**src/rtl/csr_pkg.sv**
```systemverilog
// Shared constants for the machine-mode CSR file and trap sequencer:
// CSR addresses, bit positions, cause codes, CSR ops and FSM states.
package csr_pkg;

    localparam logic [11:0] CSR_MSTATUS = 12'h300;
    localparam logic [11:0] CSR_MIE     = 12'h304;
    localparam logic [11:0] CSR_MTVEC   = 12'h305;
    localparam logic [11:0] CSR_MEPC    = 12'h341;
    localparam logic [11:0] CSR_MCAUSE  = 12'h342;
    localparam logic [11:0] CSR_MIP     = 12'h344;

    localparam int MSTATUS_MIE_BIT  = 3;
    localparam int MSTATUS_MPIE_BIT = 7;
    localparam int MIE_MTIE_BIT     = 7;
    localparam int MIE_MEIE_BIT     = 11;
    localparam int MIP_MTIP_BIT     = 7;
    localparam int MIP_MEIP_BIT     = 11;

    localparam logic [31:0] CAUSE_M_EXT   = 32'h8000_000B;
    localparam logic [31:0] CAUSE_M_TIMER = 32'h8000_0007;

    localparam logic [1:0] CSR_OP_WRITE = 2'b01;
    localparam logic [1:0] CSR_OP_SET   = 2'b10;
    localparam logic [1:0] CSR_OP_CLEAR = 2'b11;

    typedef enum logic [1:0] {
        IDLE      = 2'd0,
        TRAP_SAVE = 2'd1,
        TRAP_JUMP = 2'd2,
        MRET_JUMP = 2'd3
    } trap_state_t;

endpackage

```
**src/rtl/csr_trap_ctrl.sv**
```systemverilog
// Machine-mode CSR file and trap/mret sequencer for the single-cycle RV32 core.
// Interrupts are taken at instruction boundaries by stalling and redirecting the PC.
module csr_trap_ctrl
    import csr_pkg::*;
#(
    parameter int              XLEN        = 32,
    parameter logic [XLEN-1:0] MTVEC_RESET = 32'h0000_0100
) (
    input  logic            clk,
    input  logic            rst,
    input  logic            instr_retire,
    input  logic [XLEN-1:0] next_pc,
    input  logic            csr_wre,
    input  logic            csr_rde,
    input  logic            is_mret,
    input  logic [2:0]      csr_funct3,
    input  logic [11:0]     csr_addr,
    input  logic [XLEN-1:0] csr_wdata,
    input  logic            ext_irq,
    input  logic            timer_irq,
    output logic [XLEN-1:0] csr_rdata,
    output logic            stall,
    output logic            pc_redirect,
    output logic [XLEN-1:0] redirect_pc
);

    localparam logic [XLEN-1:0] ADDR_MASK     = {{(XLEN-2){1'b1}}, 2'b00};
    localparam logic [XLEN-1:0] MSTATUS_WMASK = XLEN'((1 << MSTATUS_MIE_BIT) | (1 << MSTATUS_MPIE_BIT));
    localparam logic [XLEN-1:0] MIE_WMASK     = XLEN'((1 << MIE_MTIE_BIT) | (1 << MIE_MEIE_BIT));

    trap_state_t     state, state_nxt;
    logic [XLEN-1:0] mstatus_q, mie_q, mtvec_q, mepc_q, mcause_q, mip_q;
    logic [XLEN-1:0] pc_hold_q;
    logic            ext_hold_q;
    logic [XLEN-1:0] csr_old, csr_new, mip_nxt, mstatus_trap, mstatus_mret;
    logic            pending, ext_pending, retire_idle, csr_we;
    logic            unused_funct3;

    function automatic logic [XLEN-1:0] csr_apply(input logic [1:0] op,
                                                  input logic [XLEN-1:0] old,
                                                  input logic [XLEN-1:0] wdata);
        case (op)
            CSR_OP_WRITE: return wdata;
            CSR_OP_SET:   return old | wdata;
            CSR_OP_CLEAR: return old & ~wdata;
            default:      return old;
        endcase
    endfunction

    assign unused_funct3 = csr_funct3[2];

    always_comb begin
        csr_old = '0;
        case (csr_addr)
            CSR_MSTATUS: csr_old = mstatus_q;
            CSR_MIE:     csr_old = mie_q;
            CSR_MTVEC:   csr_old = mtvec_q;
            CSR_MEPC:    csr_old = mepc_q;
            CSR_MCAUSE:  csr_old = mcause_q;
            CSR_MIP:     csr_old = mip_q;
            default:     csr_old = '0;
        endcase
    end

    assign csr_rdata   = csr_rde ? csr_old : '0;
    assign csr_new     = csr_apply(csr_funct3[1:0], csr_old, csr_wdata);
    assign retire_idle = (state == IDLE) && instr_retire;
    assign csr_we      = retire_idle && csr_wre;

    assign ext_pending = mip_q[MIP_MEIP_BIT] && mie_q[MIE_MEIE_BIT];
    assign pending     = mstatus_q[MSTATUS_MIE_BIT] &&
                         (ext_pending || (mip_q[MIP_MTIP_BIT] && mie_q[MIE_MTIE_BIT]));

    always_comb begin
        mip_nxt               = '0;
        mip_nxt[MIP_MTIP_BIT] = timer_irq;
        mip_nxt[MIP_MEIP_BIT] = ext_irq;
    end

    always_comb begin
        mstatus_trap                   = mstatus_q;
        mstatus_trap[MSTATUS_MPIE_BIT] = mstatus_q[MSTATUS_MIE_BIT];
        mstatus_trap[MSTATUS_MIE_BIT]  = 1'b0;
        mstatus_mret                   = mstatus_q;
        mstatus_mret[MSTATUS_MIE_BIT]  = mstatus_q[MSTATUS_MPIE_BIT];
        mstatus_mret[MSTATUS_MPIE_BIT] = 1'b1;
    end

    // Sequencer state register
    always_ff @(posedge clk) begin
        if (rst) begin
            state <= IDLE;
        end else begin
            state <= state_nxt;
        end
    end

    always_comb begin
        state_nxt   = state;
        stall       = 1'b0;
        pc_redirect = 1'b0;
        redirect_pc = '0;
        case (state)
            IDLE: begin
                if (instr_retire && is_mret) begin
                    state_nxt = MRET_JUMP;
                end else if (instr_retire && pending) begin
                    state_nxt = TRAP_SAVE;
                end
            end
            TRAP_SAVE: begin
                stall     = 1'b1;
                state_nxt = TRAP_JUMP;
            end
            TRAP_JUMP: begin
                stall       = 1'b1;
                pc_redirect = 1'b1;
                redirect_pc = {mtvec_q[XLEN-1:2], 2'b00};
                state_nxt   = IDLE;
            end
            MRET_JUMP: begin
                stall       = 1'b1;
                pc_redirect = 1'b1;
                redirect_pc = mepc_q;
                state_nxt   = IDLE;
            end
            default: state_nxt = IDLE;
        endcase
    end

    // Architectural CSR state; trap and mret updates only occur outside IDLE,
    // so they never collide with an instruction's CSR write.
    always_ff @(posedge clk) begin
        if (rst) begin
            mstatus_q <= '0;
            mie_q     <= '0;
            mtvec_q   <= MTVEC_RESET & ADDR_MASK;
            mepc_q    <= '0;
            mcause_q  <= '0;
            mip_q     <= '0;
        end else begin
            mip_q <= mip_nxt;
            if (csr_we) begin
                case (csr_addr)
                    CSR_MSTATUS: mstatus_q <= csr_new & MSTATUS_WMASK;
                    CSR_MIE:     mie_q     <= csr_new & MIE_WMASK;
                    CSR_MTVEC:   mtvec_q   <= csr_new & ADDR_MASK;
                    CSR_MEPC:    mepc_q    <= csr_new & ADDR_MASK;
                    CSR_MCAUSE:  mcause_q  <= csr_new;
                    default: ;
                endcase
            end
            case (state)
                TRAP_SAVE: begin
                    mepc_q    <= pc_hold_q & ADDR_MASK;
                    mcause_q  <= ext_hold_q ? XLEN'(CAUSE_M_EXT) : XLEN'(CAUSE_M_TIMER);
                    mstatus_q <= mstatus_trap;
                end
                MRET_JUMP: mstatus_q <= mstatus_mret;
                default: ;
            endcase
        end
    end

    // Retire-cycle snapshot consumed by TRAP_SAVE; a later irq drop cannot cancel it.
    always_ff @(posedge clk) begin
        if (retire_idle) begin
            pc_hold_q  <= next_pc;
            ext_hold_q <= ext_pending;
        end
    end

endmodule

```
**config.mk**
```make
export PLATFORM = sky130hd
export DESIGN_NAME = csr_trap_ctrl
export DESIGN_NICKNAME = d
export VERILOG_FILES = /design/src/rtl/csr_pkg.sv /design/src/rtl/csr_trap_ctrl.sv
export SDC_FILE = /design/constraint.sdc
export NUM_CORES = 1
export LEC_CHECK = 0
export BUFFER_PORTS_ARGS = -buffer_cell sky130_fd_sc_hd__buf_2
export CAP_MARGIN = 25
export CORE_UTILIZATION = 50
export CTS_CLUSTER_DIAMETER = 150
export DETAILED_ROUTE_END_ITERATION = 10
export HOLD_SLACK_MARGIN = 0.12
export MAX_ROUTING_LAYER = met4
export PLACE_DENSITY = 0.77
export SLEW_MARGIN = 15
export SYNTH_ARGS = -nofsm -noshare
export SYNTH_HDL_FRONTEND = slang
export SYNTH_SLANG_ARGS = --single-unit
```
**constraint.sdc**
```tcl
create_clock -name clk -period 3.25 [get_ports clk]
set_clock_uncertainty 0.15 [all_clocks]
set_input_delay 0.65 -clock clk [delete_from_list [all_inputs] [get_ports clk]]
set_output_delay 0.65 -clock clk [all_outputs]
set_load 0.01 [all_outputs]
```
==> metrics.md <==
| Metric | Value |
|---|---|
| Die width | `around 120 um` |
| RePlAce Congestion | `0.8889` |
| PwrDens | `approximately 460 nW/um^2` |
| Largest cells by area after synthesis | `dfxtp_1, edfxtp_1, nand2_1, nor2b_1, mux2i_1` |
| Fin. max-slew vios | `0` |
| Worst-path cell chain | `buf_2, or4_4, nor4_1, a221oi_1, nor2b_1, buf_2` |
| Root Buffer | `clkbuf_16` |
| Crit path max-delay cell type | `or4_4` |
| Initial core utilization | `0.5140` |
| Post-synthesis sequential area ratio | `0.4095` |
| Area Growth Syn to Fin | `22.01%` |
| #FFs+latches synth | `roughly 130` |
| Final Hold Fails | `0` |
| Ports | `153` |
| Worst rel slew slack | `0.5463` |
| Gr ovfl total | `0` |
| Count of different cell masters after synthesis | `slightly below 60` |
| Fraction of layout cells with a size suffix above 1 | `0.2387` |
| Cell row count | `43` |
| Crit path max-delay family | `simple AND/OR/NAND/NOR gates` |
| Number of enable flip-flop cells after synthesis | `31` |
| Worst-Margin Slew | `between 600 and 700 ps` |
| Critical R2R Capture | `mepc_q[17]` |
| Placed wire-length estimate | `about 14000 um` |
| CTS max path bufs | `2` |
| Clk Latency, worst-skew pair | `~420 ps` |
| Logic pwr share | `0.100` |
| Fin nets | `1046` |
| Post-Syn Area | `about 7000 sq um` |
| Port bufs | `about 150` |
| Fillers | `1200` |
| Final period util | `0.9773` |
| Worst hold path type | `in -> reg` |
| Most frequent cell on the critical path | `buf_2` |
| Worst setup EP type | `primary output` |
| Final cell count without fillers | `between 1000 and 1500` |
| Net Sw Frac | `0.2460` |
| Cell taking the most area after synthesis | `dfxtp_1` |
| Vias/cell | `between 6 and 7` |
| RSZ-0062 raised after global routing | `no` |
| Clock slew at reported path FFs | `60 ps` |
| Worst VDD drop | `roughly 0.35 mV` |
| Ys async rst share | `0` |
| Crit path to | `csr_rdata[7]` |
| Critical path startpoint | `csr_addr[3]` |
| LEAKAGE | `0.003310 uW` |
| Most frequent cells in the layout | `buf_2, nand2_1, dfxtp_1` |
| # DRC | `0` |
| Register-to-register setup slack | `roughly 700 ps` |
| N_diodes | `0` |
| Number of routed nets with antenna violations | `0` |
| Endpoints failing setup | `0` |
| Reg power frac | `0.436` |
| Initial antenna violation count | `0` |
| Hold-fix buffer count after cts | `0` |
| CP required | `around 2500 ps` |
| Commonest non-fill, non-tap cell in the layout | `buf_2` |
| 1st-pass router iterations | `6` |
| Crit path max fanout | `7` |
| Die ar. | `~15000 sq um` |
| Final Critical Period | `around 3200 ps` |
| Reg2reg start | `state[0]` |
| Maximum capacitance violations | `0` |
| Achievable Freq | `about 310 MHz` |
| Vias in the first global route | `around 6600` |
| WL/cell | `a little under 20 um` |
| Largest net degree at the start of global routing | `45` |
| Sink Count | `approximately 130` |
| Worst path max stage delay | `640 ps` |
| Syn_area_per_cell | `just under 9 sq um` |
| Post-Route WL | `22130 um` |
| WP depth | `6` |
| Yosys warnings | `0` |
| Critical path class | `in -> out` |
| Starting DRT DRC Count | `741` |
| Synth Instances | `approximately 830` |
| CTS H-Tree Depth | `4` |
| Fin Setup TNS | `0 ps` |
| Post-synth top area share | `0.2795` |
| Sw Pwr | `just under 1000 uW` |
| Total number of vias | `6958` |
| Reg2Reg Depth | `5` |
| Startpoint types | `primary input` |
| Total power | `slightly above 4000 uW` |
| Die extent in y | `about 120 um` |
| Status | `completed` |
| CTS tree | `built` |
| Arrival time worst endpoint | `around 2400 ps` |
| Total GRT Usage | `0.3196` |
| Int Pwr | `approximately 3000 uW` |
| Synth Flop Type | `dfxtp_1` |
| Num CTS Buffers | `17` |
| DP Cell Count | `approximately 1100` |
| Clock Power Share | `0.464` |
| Area of the core | `13930 sq um` |
| Buf/Inv on CP | `2` |
| First-pass GRT wire length | `34970 um` |
==> power by group through the flow <==
stage	logic (uW)	clock network, uW	registers [uW]
finish	402	1870	1750
global route	436	1940	1760
CTS	395	1870	1750
detailed placement	392	0	1790
global placement	385	0	1780
floorplan	247	0	1780
==> sequential cells by signal, indices dropped and copies added, names as in the netlist <==
name and flops:
mepc_q 30, mcause_q 32, pc_hold_q 30, state 2
mstatus_q 2, mip_q 2, ext_hold_q 1, mtvec_q 30
mie_q 2
==> how the worst min path moves through the flow <==
stage | start | end | slack [ps] | depth (start not counted)
finish | next_pc[18] | pc_hold_q[18] | 250 | 1
global route | next_pc[6] | pc_hold_q[6] | 230 | 1
CTS | next_pc[18] | pc_hold_q[18] | 240 | 1
detailed placement | mcause_q[24] | mcause_q[24] | 270 | 2
global placement | mcause_q[24] | mcause_q[24] | 270 | 2
floorplan | mcause_q[18] | mcause_q[18] | 260 | 2
==> final cells by class <==
class,instances,area (sq um),area share
Timing Repair Buffer,181,1082,0.1239
Sequential cell,131,2934,0.3358
Clock inverter,9,106.4,0.01217
Tap cell,180,225.2,0.02577
Inverter,9,33.78,0.003866
Multi-Input combinational cell,619,3899,0.4462
Clock buffer,23,457.9,0.05241
==> layer usage <==
metal,routed length [um],share of wire,vias to the layer above,global-route usage
li1,-,-,3263,-
met1,9389,0.42,3294,0.4202
met2,10340,0.47,379,0.4957
met3,2126,0.096,22,0.05993
met4,273,0.012,0,0.1019
met5,0,0,-,-
==> logic make-up after synthesis <==
family          Yosys count  share of synthesized area
buf+inv                  77                    0.05154
simple gates            316                     0.2224
compound gates          239                     0.2334
other cells               1                  0.0005236
flops                   131                     0.4095
xor+xnor                 25                    0.03057
mux                      37                    0.05206
==> timing repair <==
item,in CTS,in global routing
setup endpoints to repair,0,13
gates resized for setup,0,2
endpoints found under the hold margin,0,0
buffers inserted,0,1
==> synth_stat cells, drive strengths merged, types with 5 or more instances <==
| cell type | number |
|---|---|
| nand2 | 105 |
| dfxtp | 100 |
| nor2 | 61 |
| nor2b | 61 |
| a21oi | 53 |
| o21ai | 44 |
| mux2i | 35 |
| buf | 34 |
| clkbuf | 34 |
| edfxtp | 31 |
| a22o | 28 |
| nand3 | 27 |
| a22oi | 24 |
| xnor2 | 24 |
| a211oi | 22 |
| nand2b | 15 |
| o22ai | 12 |
| and2 | 11 |
| nand3b | 11 |
| a32o | 9 |
| inv | 9 |
| a311oi | 8 |
| nor3 | 8 |
| a221o | 7 |
| a222oi | 7 |
| and3 | 6 |
| a31oi | 5 |
==> through the flow <==
stage,worst slack [ps],hold WS [ps],util,area (sq um)
6_report,73.62,252.2,0.6271,8738
5_1_grt,12.11,234.6,0.6271,8738
4_1_cts,17.58,241.4,0.6259,8722
3_5_place_dp,24.81,273.5,0.5854,8158
3_3_place_gp,50.43,269.3,0.5854,8158
2_1_floorplan,51.16,257.1,-,7172
(Power assumes the default switching activity.)
